File: src/rtl/pipeline_ctrl_pkg.sv
// Shared types for the pipeline stall/flush sequencer.
// Latency: n/a (types and constants only).
// Backpressure: n/a.
package pipeline_ctrl_pkg;

    typedef enum logic [1:0] {
        BOOT    = 2'd0,
        RUN     = 2'd1,
        DISCARD = 2'd2
    } state_e;

    localparam logic [1:0] HZ_NONE     = 2'b00;
    localparam logic [1:0] HZ_LOAD_USE = 2'b11;

    // One bundle of every per-stage strobe the sequencer drives.
    typedef struct packed {
        logic pc_stall;
        logic ifid_stall;
        logic idex_stall;
        logic exmem_stall;
        logic ifid_flush;
        logic idex_flush;
        logic memwb_flush;
        logic pc_sel;
    } ctrl_t;

endpackage

File: src/rtl/sat_counter.sv
// Saturating up-counter; holds at all-ones.
// Latency: count reflects increments from previous cycles (registered).
// Backpressure: none; inc_i is sampled every cycle.
module sat_counter #(
    parameter int WIDTH = 32
) (
    input  logic             clk_i,
    input  logic             rst_ni,
    input  logic             inc_i,
    output logic [WIDTH-1:0] count_o
);

    logic [WIDTH-1:0] count_q;
    logic [WIDTH-1:0] count_d;

    always_comb begin
        count_d = count_q;
        if (inc_i && (count_q != {WIDTH{1'b1}})) begin
            count_d = count_q + {{(WIDTH-1){1'b0}}, 1'b1};
        end
    end

    always_ff @(posedge clk_i or negedge rst_ni) begin
        if (!rst_ni) begin
            count_q <= '0;
        end else begin
            count_q <= count_d;
        end
    end

    assign count_o = count_q;

endmodule

File: src/rtl/pipeline_ctrl.sv
// Stall/flush sequencer: merges load-use, branch redirect and bus-busy into stage strobes.
// Latency: strobes and PC redirect are combinational (zero cycle); state/counters registered.
// Backpressure: mem_busy_i freezes PC..EX/MEM; if_busy_i stalls PC and bubbles IF/ID.
module pipeline_ctrl
    import pipeline_ctrl_pkg::*;
#(
    parameter int                    ADDR_WIDTH = 32,
    parameter int                    DATA_WIDTH = 32,
    parameter logic [ADDR_WIDTH-1:0] PC_ADDR    = 32'h8000_0000
) (
    input  logic                  clk_i,
    input  logic                  rst_ni,
    input  logic [1:0]            hazard_i,
    input  logic                  branch_taken_i,
    input  logic [ADDR_WIDTH-1:0] branch_target_i,
    input  logic                  if_busy_i,
    input  logic                  mem_busy_i,
    output logic                  pc_stall_o,
    output logic                  ifid_stall_o,
    output logic                  idex_stall_o,
    output logic                  exmem_stall_o,
    output logic                  ifid_flush_o,
    output logic                  idex_flush_o,
    output logic                  memwb_flush_o,
    output logic                  pc_sel_o,
    output logic [ADDR_WIDTH-1:0] pc_target_o,
    output logic [DATA_WIDTH-1:0] stall_cycles_o,
    output logic [DATA_WIDTH-1:0] redirect_count_o
);

    state_e                state_q, state_d;
    logic [ADDR_WIDTH-1:0] pend_target_q, pend_target_d;
    ctrl_t                 ctrl;
    logic [ADDR_WIDTH-1:0] target;
    logic                  redirect_inc;

    always_comb begin
        ctrl          = '0;
        target        = branch_target_i;
        state_d       = state_q;
        pend_target_d = pend_target_q;
        unique case (state_q)
            BOOT: begin
                ctrl.pc_sel      = 1'b1;
                ctrl.ifid_flush  = 1'b1;
                ctrl.idex_flush  = 1'b1;
                ctrl.memwb_flush = 1'b1;
                target           = PC_ADDR;
                state_d          = RUN;
            end
            RUN: begin
                // EX is frozen under mem_busy_i, so a branch there is re-presented later.
                if (mem_busy_i) begin
                    ctrl.pc_stall    = 1'b1;
                    ctrl.ifid_stall  = 1'b1;
                    ctrl.idex_stall  = 1'b1;
                    ctrl.exmem_stall = 1'b1;
                    ctrl.memwb_flush = 1'b1;
                end else if (branch_taken_i && !if_busy_i) begin
                    ctrl.pc_sel     = 1'b1;
                    ctrl.ifid_flush = 1'b1;
                    ctrl.idex_flush = 1'b1;
                end else if (branch_taken_i) begin
                    ctrl.pc_stall   = 1'b1;
                    ctrl.ifid_flush = 1'b1;
                    ctrl.idex_flush = 1'b1;
                    pend_target_d   = branch_target_i;
                    state_d         = DISCARD;
                end else if (hazard_i == HZ_LOAD_USE) begin
                    ctrl.pc_stall   = 1'b1;
                    ctrl.ifid_stall = 1'b1;
                    ctrl.idex_flush = 1'b1;
                end else if (if_busy_i) begin
                    ctrl.pc_stall   = 1'b1;
                    ctrl.ifid_flush = 1'b1;
                end
            end
            DISCARD: begin
                target = pend_target_q;
                if (mem_busy_i) begin
                    ctrl.pc_stall    = 1'b1;
                    ctrl.ifid_stall  = 1'b1;
                    ctrl.idex_stall  = 1'b1;
                    ctrl.exmem_stall = 1'b1;
                    ctrl.memwb_flush = 1'b1;
                end else if (if_busy_i) begin
                    ctrl.pc_stall   = 1'b1;
                    ctrl.ifid_flush = 1'b1;
                end else begin
                    // The completing fetch is the wrong-path word; drop it and redirect.
                    ctrl.ifid_flush = 1'b1;
                    ctrl.pc_sel     = 1'b1;
                    state_d         = RUN;
                end
            end
            default: begin
                state_d = BOOT;
            end
        endcase
    end

    always_ff @(posedge clk_i or negedge rst_ni) begin
        if (!rst_ni) begin
            state_q       <= BOOT;
            pend_target_q <= PC_ADDR;
        end else begin
            state_q       <= state_d;
            pend_target_q <= pend_target_d;
        end
    end

    assign pc_stall_o    = ctrl.pc_stall;
    assign ifid_stall_o  = ctrl.ifid_stall;
    assign idex_stall_o  = ctrl.idex_stall;
    assign exmem_stall_o = ctrl.exmem_stall;
    assign ifid_flush_o  = ctrl.ifid_flush;
    assign idex_flush_o  = ctrl.idex_flush;
    assign memwb_flush_o = ctrl.memwb_flush;
    assign pc_sel_o      = ctrl.pc_sel;
    assign pc_target_o   = target;

    assign redirect_inc = ctrl.pc_sel && (state_q != BOOT);

    sat_counter #(.WIDTH(DATA_WIDTH)) u_stall_cnt (
        .clk_i   (clk_i),
        .rst_ni  (rst_ni),
        .inc_i   (ctrl.pc_stall),
        .count_o (stall_cycles_o)
    );

    sat_counter #(.WIDTH(DATA_WIDTH)) u_redirect_cnt (
        .clk_i   (clk_i),
        .rst_ni  (rst_ni),
        .inc_i   (redirect_inc),
        .count_o (redirect_count_o)
    );

endmodule

File: config.mk
export PLATFORM = sky130hd
export DESIGN_NAME = pipeline_ctrl
export DESIGN_NICKNAME = d
export VERILOG_FILES = /design/src/rtl/pipeline_ctrl_pkg.sv /design/src/rtl/sat_counter.sv /design/src/rtl/pipeline_ctrl.sv
export SDC_FILE = /design/constraint.sdc
export NUM_CORES = 1
export LEC_CHECK = 0
export CORE_AREA = 4 4 126 128
export CTS_CLUSTER_SIZE = 25
export DETAILED_ROUTE_END_ITERATION = 7
export DIE_AREA = 0 0 130 132
export SKIP_LAST_GASP = 1
export SYNTH_ARGS = -nofsm -noshare
export SYNTH_HDL_FRONTEND = slang
export SYNTH_SLANG_ARGS = --single-unit
File: constraint.sdc
create_clock -name clk_i -period 3.6 [get_ports clk_i]
set_input_delay 0.72 -clock clk_i [delete_from_list [all_inputs] [get_ports clk_i]]
set_output_delay 0.72 -clock clk_i [all_outputs]
set_load 0.01 [all_outputs]
Yosys cells after proc, flatten, opt, wreduce, memory -nomap -nowiden --
Cells that the tools add are included. Widths: inputs -> output; s select.
Word-level totals: output and inout bits 104, register bits after elaboration 98, bits of input ports 39
Cells by class: bitwise operators 2, reduce and logical (&&, ||, !) cells 9, add/sub/neg operators 2, eq/ne operators 10, multiplexer cells 31
Operator list (number):
- $add 32x1->32 const B | 2
- $ne 32x32->1 const B | 2
- $pmux 32 s2 | 1
- $mux 2 | 11
- $mux 1 | 13
- $pmux 2 s3 | 2
- $ne 2x2->1 const B | 5
- $pmux 4 s2 | 1
- $reduce_and 5->1 | 1
- $eq 2x2->1 const B | 2
- $logic_and 1x1->1 | 4
- $reduce_and 4->1 | 1
- $mux 3 | 1
- $pmux 1 s3 | 1
- $eq 2x1->1 const B | 1
- $logic_not 2->1 | 1
- $not 1->1 | 2
- $pmux 1 s2 | 1
- $reduce_bool 2->1 | 1
- $logic_not 1->1 | 1

Longest topological paths before layout --
Gate-level depths: netlist of run 1.
depth in word-level cells 7, mapped depth 9

Cells and area by module --
A second synthesis of run 1 with hierarchy kept.
Second synthesis, totals: cells, all modules 457, area total of the unflattened synthesis 5182.5 um^2
By module, submodules not included:
- pipeline_ctrl | area each 1948.1 um^2, times used 1, seq. area each 852.1 um^2, cells each 150
- sat_counter at u_redirect_cnt | area each 1624.1 um^2, times used 1, seq. area each 800.8 um^2, cells each 151
- sat_counter at u_stall_cnt | area each 1610.3 um^2, times used 1, seq. area each 800.8 um^2, cells each 156

Worst setup path before layout of run 1 --
OpenSTA, ideal clock, no wires.
kind reg2out, start point register state_q[0], end point output port pc_target_o[10], setup slack 1.204 ns, data arrival time 1.676 ns, stages on the path, launching flop included 8, path through dfrtp_1 inv_1 ha_1 clkbuf_1 clkbuf_1 buf_1 nand2_1 o21ai_0
Between the ends: cells in the longest elaborated chain, start to end 2
RTL lines:
- from (decl) | line pipeline_ctrl.sv:31 | state_e state_q, state_d;
- from (signal assigned) | line pipeline_ctrl.sv:107 | state_q <= state_d;
- $eq 2x2->1 / $logic_not 2->1 (equally long branches) | line pipeline_ctrl.sv:42 | unique case (state_q)
- $pmux 32 s2 * | line pipeline_ctrl.sv:42
- to (decl) | line pipeline_ctrl.sv:26 | output logic [ADDR_WIDTH-1:0] pc_target_o,
Mark *: on every way between the ends. The rest lies on a longest branch, timed or not.

Worst setup path in the final report of run 1 --
start point register state_q[0], end point output port pc_target_o[23]
Same word-level chain as after synthesis.

==> results of run 1 <==
==> through the flow <==
stage / total power [µW] / cells / hold WS, ps / util, % / area [µm²]
final: 3880 / 828 / 465 / 46.6 / 6930
after global routing: 4150 / 828 / 520 / 46.6 / 6930
after CTS: 3950 / 828 / 507 / 46.6 / 6930
after detailed placement: 3050 / 814 / 493 / 44.9 / 6670
after global placement: 3010 / 814 / 483 / 44.9 / 6670
after floorplan: 2290 / 502 / 424 / - / 5070
==> layout by cell type, fill, tap and decap left out, types with 2 or more instances in the layout <==
cell type / count
sky130_fd_sc_hd__o221ai_1: 2
sky130_fd_sc_hd__mux2_1: 2
sky130_fd_sc_hd__a21oi_1: 7
sky130_fd_sc_hd__mux2_2: 32
sky130_fd_sc_hd__dfrtp_1: 97
sky130_fd_sc_hd__or3_1: 4
sky130_fd_sc_hd__nor4_2: 3
sky130_fd_sc_hd__ha_1: 5
sky130_fd_sc_hd__nand4_1: 21
sky130_fd_sc_hd__inv_1: 10
sky130_fd_sc_hd__xnor2_1: 35
sky130_fd_sc_hd__o21ai_0: 31
sky130_fd_sc_hd__buf_4: 7
sky130_fd_sc_hd__nor4b_1: 2
sky130_fd_sc_hd__nor2_1: 22
sky130_fd_sc_hd__clkdlybuf4s50_1: 141
sky130_fd_sc_hd__clkinv_2: 2
sky130_fd_sc_hd__nand2b_1: 32
sky130_fd_sc_hd__nor4_1: 7
sky130_fd_sc_hd__nand2_1: 57
sky130_fd_sc_hd__clkbuf_16: 9
sky130_fd_sc_hd__and3_1: 7
sky130_fd_sc_hd__a21o_1: 2
sky130_fd_sc_hd__or2_2: 4
sky130_fd_sc_hd__nor3_1: 17
sky130_fd_sc_hd__xor2_1: 26
sky130_fd_sc_hd__o211ai_1: 2
sky130_fd_sc_hd__a22o_1: 2
sky130_fd_sc_hd__and4_1: 3
sky130_fd_sc_hd__nand3_1: 26
sky130_fd_sc_hd__or4_1: 4
==> registers in the layout (all words and copies together) (netlist names) <==
register                cells
pend_target_q              32
u_redirect_cnt.count_o     32
state_q                     2
u_stall_cnt.count_o        32
==> layout make-up <==
| cell class | count | area, µm² |
|---|---|---|
| Tap cell | 188 | 235 |
| Multi-Input combinational cell | 370 | 2480 |
| Clock buffer | 11 | 243 |
| Clock inverter | 3 | 17.5 |
| Timing Repair Buffer | 148 | 1460 |
| Fill cell | 1435 | 7940 |
| Sequential cell | 98 | 2450 |
| Inverter | 10 | 37.5 |
==> path summary, 6_finish.rpt <==
path                                         endpoint
setup / recovery                      pc_target_o[23]
hold / removal                       pend_target_q[6]
setup reg to reg           u_redirect_cnt.count_o[17]
hold reg to reg            u_redirect_cnt.count_o[15]
max in group asynchronous            pend_target_q[5]
min in group clk_i         u_redirect_cnt.count_o[15]
==> per-layer routing <==
layer	vias to the layer above	global-route usage, %	part of all wire (%)
li1	2014	-	-
met1	2011	21.3	47
met2	121	23.3	45
met3	14	3.20	6.2
met4	0	5.60	1.9
met5	-	0	0
==> logic make-up after synthesis <==
logic type / after synthesis / share of synthesized area (%)
XOR/XNOR: 61 / 10.5
AND/OR/NAND/NOR: 215 / 22.6
adder cells (fa/ha/maj): 6 / 1.48
buffers and inverters: 34 / 2.86
flip-flops: 98 / 48.4
AO/OA/AOI/OAI: 54 / 6.66
multiplexers: 34 / 7.55
==> power by group <==
group | internal, µW | switching [µW]
clock network | 477 | 383
registers | 1340 | 159
logic | 822 | 691
total | 2640 | 1230
==> worst register-to-register path: stages (launching register included) <==
cell and delay (ps):
sky130_fd_sc_hd__dfrtp_1 390, sky130_fd_sc_hd__inv_1 80, sky130_fd_sc_hd__ha_1 400, sky130_fd_sc_hd__or4_1 700, sky130_fd_sc_hd__nand2b_1 240, sky130_fd_sc_hd__nor3_2 410, sky130_fd_sc_hd__nand4_1 170, sky130_fd_sc_hd__xnor2_1 160
==> metrics.md, run 1 <==
| Metric | Value |
|---|---|
| Outcome | complete, no violations |
| Router iterations before antenna repair | 6 |
| Count of cell types in the netlist | 47 |
| Data arrival time of the critical path | 2660 ps |
| Dominant synthesized flop cell | sky130_fd_sc_hd__dfrtp_1 |
| Worst path buffer plus inverter count | 3 |
| Number of instances in the synthesized netlist | 502 |
| Reg-to-reg slack, setup | 930 ps |
| WL per Instance | 15.4 µm |
| Horizontal die dimension | 130 µm |
| Total leakage power | 0.00290 µW |
| Number of flops mapped to enable cells by yosys | 0 |
| Sequential element share of the synthesized area | 48.4% |
| Critical path cell sequence | inv_1 -> ha_2 -> buf_4 -> nor2_1 -> a22o_1 -> clkdlybuf4s50_1 |
| Period utilization | 93.9% |
| Cell Area, Synth | 5070 µm² |
| Area of the placeable core | 14,900 µm² |
| Setup repair after global routing missed its margin | false |
| Worst setup skew after layout | 7.80 ps |
| Max incr delay on CP | 500 ps |
| Path depth of the worst reg2reg path | 7 |
| Library cell with the highest instance count after synthesis | sky130_fd_sc_hd__dfrtp_1 |
| Cell type contributing the most total cell area after synthesis | sky130_fd_sc_hd__dfrtp_1 |
| Total clock sinks | 98 |
| Nature of the critical path startpoint | register |
| Required time of the worst setup path | 2880 ps |
| Type of destination of the critical path | primary output |
| Count of H-tree levels built during CTS | 3 |
| Kind of cell adding the most delay to the critical path | buffers and inverters |
| Highest net fanout along the worst path | 44 |
| Half-perimeter wire length after detailed placement | 9470 µm |
| Number of inserted diodes | 0 |
| Total power density per cell area | 560 nW/µm² |
| Number of nets in the final layout | 682 |
| Routed Antenna Nets | 0 |
| Setup violators final | 0 |
| Final critical delay including setup and external delays | 3380 ps |
| Layout cells sized above 1 | 10.5% |
| Wirelength, routed | 12,800 µm |
| Final max-slew violation count | 0 |
| Final weighted congestion in routability-driven placement | 0.835 |
| Async S/R FF share, synth | 100% |
| Starting density of the core | 34.1% |
| Setup slack of the critical path after layout | 220 ps |
| Via count of the first global-routing pass | 4,113 |
| Master of the slowest instance on the critical path | sky130_fd_sc_hd__clkdlybuf4s50_1 |
| FF+latch count, synth | 98 |
| Residual DRC count | 0 |
| Number of placement rows | 45 |
| Antenna violations before repair | 0 |
| Die footprint | 17,200 µm² |
| Pin count of the biggest net entering global routing | 72 |
| Peak clock frequency supported by timing | 296 MHz |
| Count of input and output buffers | 142 |
| Post-cts hold buffer count | 0 |
| Clock latency of the later-clocked register in the worst-skew pair | 340 ps |
| Wire length of the first global-routing pass | 21,400 µm |
| Gr usage total | 15.3% |
| Yosys synthesis warning count | 0 |
| Dominant cells by area after synthesis | sky130_fd_sc_hd__dfrtp_1 (48%), sky130_fd_sc_hd__mux2_2 (7.1%), sky130_fd_sc_hd__xnor2_1 (6.0%), sky130_fd_sc_hd__xor2_1 (4.5%), sky130_fd_sc_hd__nand2_1 (4.2%) |
| Fin. Hold Viols | 0 |
| # Post-CTS Setup Buffers | 0 |
| Crit path depth | 6 |
| Quantity of gates resized following cts | 0 |
| Tightest slew margin relative to the limit | 37.4% |
| Synth Net Count | 547 |
| Clock transition time at the flip-flop clock pins of the worst setup and hold paths | 60 ps |
| Violation count after the first detailed-route iteration | 167 |
| Critical Setup Path Class | reg -> out |
| Sum of negative setup slack | 0 ps |
| Max Buffers Root-to-Sink | 2 |
| Min-delay worst type | in -> async |
| Origin of the critical flop-to-flop path | state_q[0] |
| Average size of a mapped cell | 10.1 µm² |
| Worst slew pin tran | 939 ps |
| Most instantiated cells after synthesis | sky130_fd_sc_hd__dfrtp_1 (97), sky130_fd_sc_hd__nand2_1 (57), sky130_fd_sc_hd__xnor2_1 (35) |
| Clock tree from TritonCTS | done |
| Average via count per standard cell | 5.02 |
| Die Y | 132 µm |
| Cell at the root of the clock tree | sky130_fd_sc_hd__clkbuf_16 |
| Area growth from synthesis to layout | 36.5% |
| Total global routing overflow | 0 |
| I/O pin cnt | 143 |
| Setup Slack @ Placement | 490 ps |
| Routed via count | 4,160 |
| Max IR drop VDD | 0.000275 V |
| Setup crit start | state_q[0] |
| Synth top area share | 47.8% |
| TritonCTS Buffers | 9 |
| Max-cap viol count | 0 |
Power figures use the tool's default switching activity.
==> run 2: changes to the inputs <==
--- a/config.mk
+++ b/config.mk
@@ -10,4 +10,5 @@
 export DETAILED_ROUTE_END_ITERATION = 7
 export DIE_AREA = 0 0 130 132
+export GPL_ROUTABILITY_DRIVEN = 0
 export SKIP_LAST_GASP = 1
 export SYNTH_ARGS = -nofsm -noshare
==> constraint.sdc (replaced) <==
create_clock -name clk_i -period 3.6 [get_ports clk_i]
set_input_delay 0.9 -clock clk_i [delete_from_list [all_inputs] [get_ports clk_i]]
set_output_delay 0.9 -clock clk_i [all_outputs]
set_load 0.01 [all_outputs]
==> metrics.md, run 2 (synthesis gave the netlist of run 1 again) <==
| Metric | Value |
|---|---|
| Outcome | complete, no violations |
| Final max-slew violation count | 0 |
| Starting density of the core | 34.1% |
| Depth of the worst hold-timing path | 1 |
| Placed cell count | 815 |
| Total global routing overflow | 0 |
| Post-layout total power | 3950 µW |
| Count of H-tree levels built during CTS | 3 |
| # Post-CTS Setup Buffers | 0 |
| Final critical delay including setup and external delays | 3480 ps |
| Pin count of the biggest net entering global routing | 67 |
| Area of the placeable core | 14,900 µm² |
| Commonest non-fill, non-tap cells in the layout | sky130_fd_sc_hd__clkdlybuf4s50_1 (141), sky130_fd_sc_hd__dfrtp_1 (97), sky130_fd_sc_hd__nand2_1 (57) |
| Wirelength, routed | 13,200 µm |
| Nature of the critical path startpoint | input port |
| Non-filler cells, final | 831 |
| Max-cap viol count | 0 |
| Via count of the first global-routing pass | 4,114 |
| Routed via count | 4,215 |
| Number of placement rows | 45 |
| Number of nets in the final layout | 683 |
| Path depth of the worst reg2reg path | 7 |
| Total leakage power | 0.00292 µW |
| Wire length of the first global-routing pass | 21,200 µm |
| Max IR drop VDD | 0.000286 V |
| Setup violators final | 0 |
| Max Buffers Root-to-Sink | 2 |
| Type of destination of the critical path | primary output |
| Gr usage total | 15.3% |
| Routed Antenna Nets | 0 |
| Most common library cell in the layout ignoring fill and taps | sky130_fd_sc_hd__clkdlybuf4s50_1 |
| Min-delay worst type | reg -> reg |
| Period utilization | 96.7% |
| Worst setup skew after layout | 7.60 ps |
| Residual DRC count | 0 |
| Data arrival time of the critical path | 2580 ps |
| Clock latency of the later-clocked register in the worst-skew pair | 350 ps |
| Die Y | 132 µm |
| Worst slew pin tran | 831 ps |
| Total power density per cell area | 566 nW/µm² |
| Final Cell Area | 6970 µm² |
| Number of inserted diodes | 0 |
| Horizontal die dimension | 130 µm |
| TritonCTS Buffers | 9 |
| Average via count per standard cell | 5.07 |
| Total clock sinks | 98 |
| Sum of negative setup slack | 0 ps |
| Half-perimeter wire length after detailed placement | 9610 µm |
| Router iterations before antenna repair | 4 |
| Fin. Hold Viols | 0 |
| Post-cts hold buffer count | 0 |
| Peak clock frequency supported by timing | 287 MHz |
| Cell at the root of the clock tree | sky130_fd_sc_hd__clkbuf_16 |
| Area growth from synthesis to layout | 37.4% |
| Quantity of gates resized following cts | 0 |
| Antenna violations before repair | 0 |
| WL per Instance | 15.8 µm |
| Required time of the worst setup path | 2700 ps |
| Tightest slew margin relative to the limit | 44.1% |
| Clock transition time at the flip-flop clock pins of the worst setup and hold paths | 60 ps |
| Die footprint | 17,200 µm² |
| Setup repair after global routing missed its margin | false |
| Layout cells sized above 1 | 10.7% |
| Highest net fanout along the worst path | 9 |
| Critical Setup Path Class | in -> out |
| I/O pin cnt | 143 |
| Violation count after the first detailed-route iteration | 204 |
| Clock tree from TritonCTS | done |
| Placed cell areas | 6690 µm² |
| Count of input and output buffers | 142 |
==> run 2: cell count changes in the layout (fill, tap and decap cells not counted) <==
cell / delta
sky130_fd_sc_hd__clkinvlp_4: -1
sky130_fd_sc_hd__buf_12: +1
sky130_fd_sc_hd__clkbuf_8: +2
sky130_fd_sc_hd__clkbuf_1: +1
==> run 2: routing by layer <==
layer | up-vias | share of wire (%) | global-route usage, %
li1 | 2014 | - | -
met1 | 2052 | 47 | 21.0
met2 | 133 | 45 | 23.4
met3 | 16 | 6.1 | 3.12
met4 | 0 | 2.1 | 6.24
met5 | - | 0 | 0
==> run 2: path summary, 6_finish.rpt <==
| check | start | end | slack (ps) |
|---|---|---|---|
| min in group asynchronous | rst_ni | pend_target_q[4] | 570 |
| max in group asynchronous | rst_ni | u_redirect_cnt.count_o[27] | 2210 |
| min | u_stall_cnt.count_o[14] | u_stall_cnt.count_o[14] | 500 |
| max | mem_busy_i | pc_stall_o | 120 |
| max reg2reg | state_q[1] | u_redirect_cnt.count_o[15] | 840 |
| min reg2reg | u_stall_cnt.count_o[14] | u_stall_cnt.count_o[14] | 500 |
==> run 2: metrics by stage <==
| stage | utilization (%) | setup WS [ps] | hold WS (ps) |
|---|---|---|---|
| after global placement | 45.0 | 167 | 484 |
| after CTS | 46.9 | 108 | 505 |
| after detailed placement | 45.0 | 128 | 488 |
| final | 46.9 | 120 | 502 |
| after floorplan | - | 1020 | 480 |
| after global routing | 46.9 | 42.6 | 511 |
==> run 2: critical path: stages <==
cell	delay (ps)
sky130_fd_sc_hd__clkdlybuf4s50_1	610
sky130_fd_sc_hd__o221ai_1	180
sky130_fd_sc_hd__o31ai_2	120
sky130_fd_sc_hd__buf_4	220
sky130_fd_sc_hd__clkdlybuf4s50_1	550
==> run 2: where the power goes <==
part	leakage [µW]	internal (µW)	total (µW)	switching (µW)
logic	0.00151	828	1520	695
clock network	0.000143	524	918	394
registers	0.00126	1340	1500	161
==> run 2: layout make-up <==
type,instances,area (µm²)
repair buffers,149,1480
multi-input cells,370,2480
clock buffers,14,274
inverters,10,37.5
clock inverters,2,10.0
flip-flops and latches,98,2450
fillers,1383,7890
well taps,188,235
==> run 3: changes to the inputs <==
REMOVE_ABC_BUFFERS = 1   (was unset)
==> metrics.md, run 3 (synthesis gave the netlist of run 1 again) <==
| Metric | Value |
|---|---|
| Worst setup skew after layout | 5.86 ps |
| Clock tree from TritonCTS | done |
| Period utilization | 96.4% |
| I/O pin cnt | 143 |
| Outcome | complete, no violations |
| Cell at the root of the clock tree | sky130_fd_sc_hd__clkbuf_16 |
| Residual DRC count | 0 |
| Horizontal die dimension | 130 µm |
| Wirelength, routed | 13,200 µm |
| Routed via count | 4,185 |
| Area growth from synthesis to layout | 37.2% |
| Total global routing overflow | 0 |
| WL per Instance | 15.8 µm |
| Die footprint | 17,200 µm² |
| Path depth of the worst reg2reg path | 7 |
| Layout cells sized above 1 | 10.6% |
| Number of placement rows | 45 |
| Area of the placeable core | 14,900 µm² |
| Antenna violations before repair | 0 |
| Commonest non-fill, non-tap cells in the layout | sky130_fd_sc_hd__clkdlybuf4s50_1 (141), sky130_fd_sc_hd__dfrtp_1 (97), sky130_fd_sc_hd__nand2_1 (57) |
| Count of H-tree levels built during CTS | 3 |
| Sum of negative setup slack | 0 ps |
| Clock transition time at the flip-flop clock pins of the worst setup and hold paths | 60 ps |
| Total clock sinks | 98 |
| Critical Setup Path Class | in -> out |
| Gr usage total | 15.3% |
| Smallest hold slack | 499 ps |
| Tightest slew margin relative to the limit | 42.2% |
| Final critical delay including setup and external delays | 3470 ps |
| TritonCTS Buffers | 9 |
| Starting density of the core | 34.1% |
| Max-cap viol count | 0 |
| Worst slew pin tran | 859 ps |
| Setup violators final | 0 |
| Nature of the critical path startpoint | input port |
| # Post-CTS Setup Buffers | 0 |
| Number of nets in the final layout | 684 |
| Total power density per cell area | 563 nW/µm² |
| Most common library cell in the layout ignoring fill and taps | sky130_fd_sc_hd__clkdlybuf4s50_1 |
| Data arrival time of the critical path | 2570 ps |
| Wire length of the first global-routing pass | 21,200 µm |
| Depth of the worst hold-timing path | 1 |
| Required time of the worst setup path | 2700 ps |
| Average via count per standard cell | 5.03 |
| Final max-slew violation count | 0 |
| Min-delay worst type | reg -> reg |
| Routed Antenna Nets | 0 |
| Type of destination of the critical path | primary output |
| Highest net fanout along the worst path | 9 |
| Router iterations before antenna repair | 4 |
| Setup repair after global routing missed its margin | false |
| Number of inserted diodes | 0 |
| Max Buffers Root-to-Sink | 2 |
| Max IR drop VDD | 0.000313 V |
| Via count of the first global-routing pass | 4,125 |
| Count of input and output buffers | 142 |
| Fin. Hold Viols | 0 |
| Total leakage power | 0.00291 µW |
| Peak clock frequency supported by timing | 288 MHz |
| Clock latency of the later-clocked register in the worst-skew pair | 340 ps |
| Pin count of the biggest net entering global routing | 44 |
| Half-perimeter wire length after detailed placement | 9770 µm |
| Violation count after the first detailed-route iteration | 279 |
| Die Y | 132 µm |
[run 3: cell types whose count changed in the layout (fill, tap and decap cells not counted), sizes merged]
cell / delta
clkinv: -1
clkinvlp: +1
buf: +1
[run 3: metrics by stage]
stage / total power (µW) / utilization (%) / setup slack (ps) / area, µm² / std cells
after global routing: 4170 / 46.8 / 14.0 / 6960 / 832
after floorplan: 2260 / - / 470 / 4970 / 478
after global placement: 3030 / 45.0 / 154 / 6680 / 816
after CTS: 3970 / 46.8 / 52.5 / 6950 / 832
after detailed placement: 3070 / 45.0 / 146 / 6680 / 816
final: 3920 / 46.8 / 128 / 6960 / 832
[run 3: worst paths after layout]
check | startpoint | slack [ps] | endpoint
max in group asynchronous | rst_ni | 2200 | pend_target_q[27]
setup reg to reg | state_q[0] | 770 | u_redirect_cnt.count_o[15]
setup / recovery | mem_busy_i | 130 | pc_stall_o
hold / removal | u_stall_cnt.count_o[6] | 500 | u_stall_cnt.count_o[6]
min in group asynchronous | rst_ni | 530 | pend_target_q[9]
hold reg to reg | u_stall_cnt.count_o[6] | 500 | u_stall_cnt.count_o[6]
[run 3: timing repair]
item / in CTS / in global routing
setup endpoints to repair: 0 / 16
resized for setup: 0 / 1
hold buffers: 0 / 0
[run 3: area by class of cell]
type | instances | area [µm²]
fillers | 1369 | 7910
multi-input cells | 370 | 2490
flip-flops and latches | 98 | 2450
repair buffers | 150 | 1480
clock buffers | 14 | 254
well taps | 188 | 235
inverters | 10 | 37.5
clock inverters | 2 | 12.5
[run 3: report_power, final]
| part | internal (µW) | switching (µW) | leakage [µW] |
|---|---|---|---|
| Clock | 487 | 391 | 0.000127 |
| Combinational | 830 | 706 | 0.00152 |
| Sequential | 1340 | 162 | 0.00126 |
[run 3: metal layers]
layer  GRT usage, %  routed length (µm)  vias to the layer above
met4           3.87                 151                        0
li1               -                   -                     2018
met5              0                   0                        -
met3           4.13                 871                       10
met1           21.2                6070                     2030
met2           23.8                6070                      127
[run 3: worst max-delay path, cell delays in order]
cell and delay, ps:
sky130_fd_sc_hd__clkdlybuf4s50_1 620, sky130_fd_sc_hd__o221ai_1 180, sky130_fd_sc_hd__o31ai_2 100, sky130_fd_sc_hd__buf_4 210
sky130_fd_sc_hd__clkdlybuf4s50_1 550
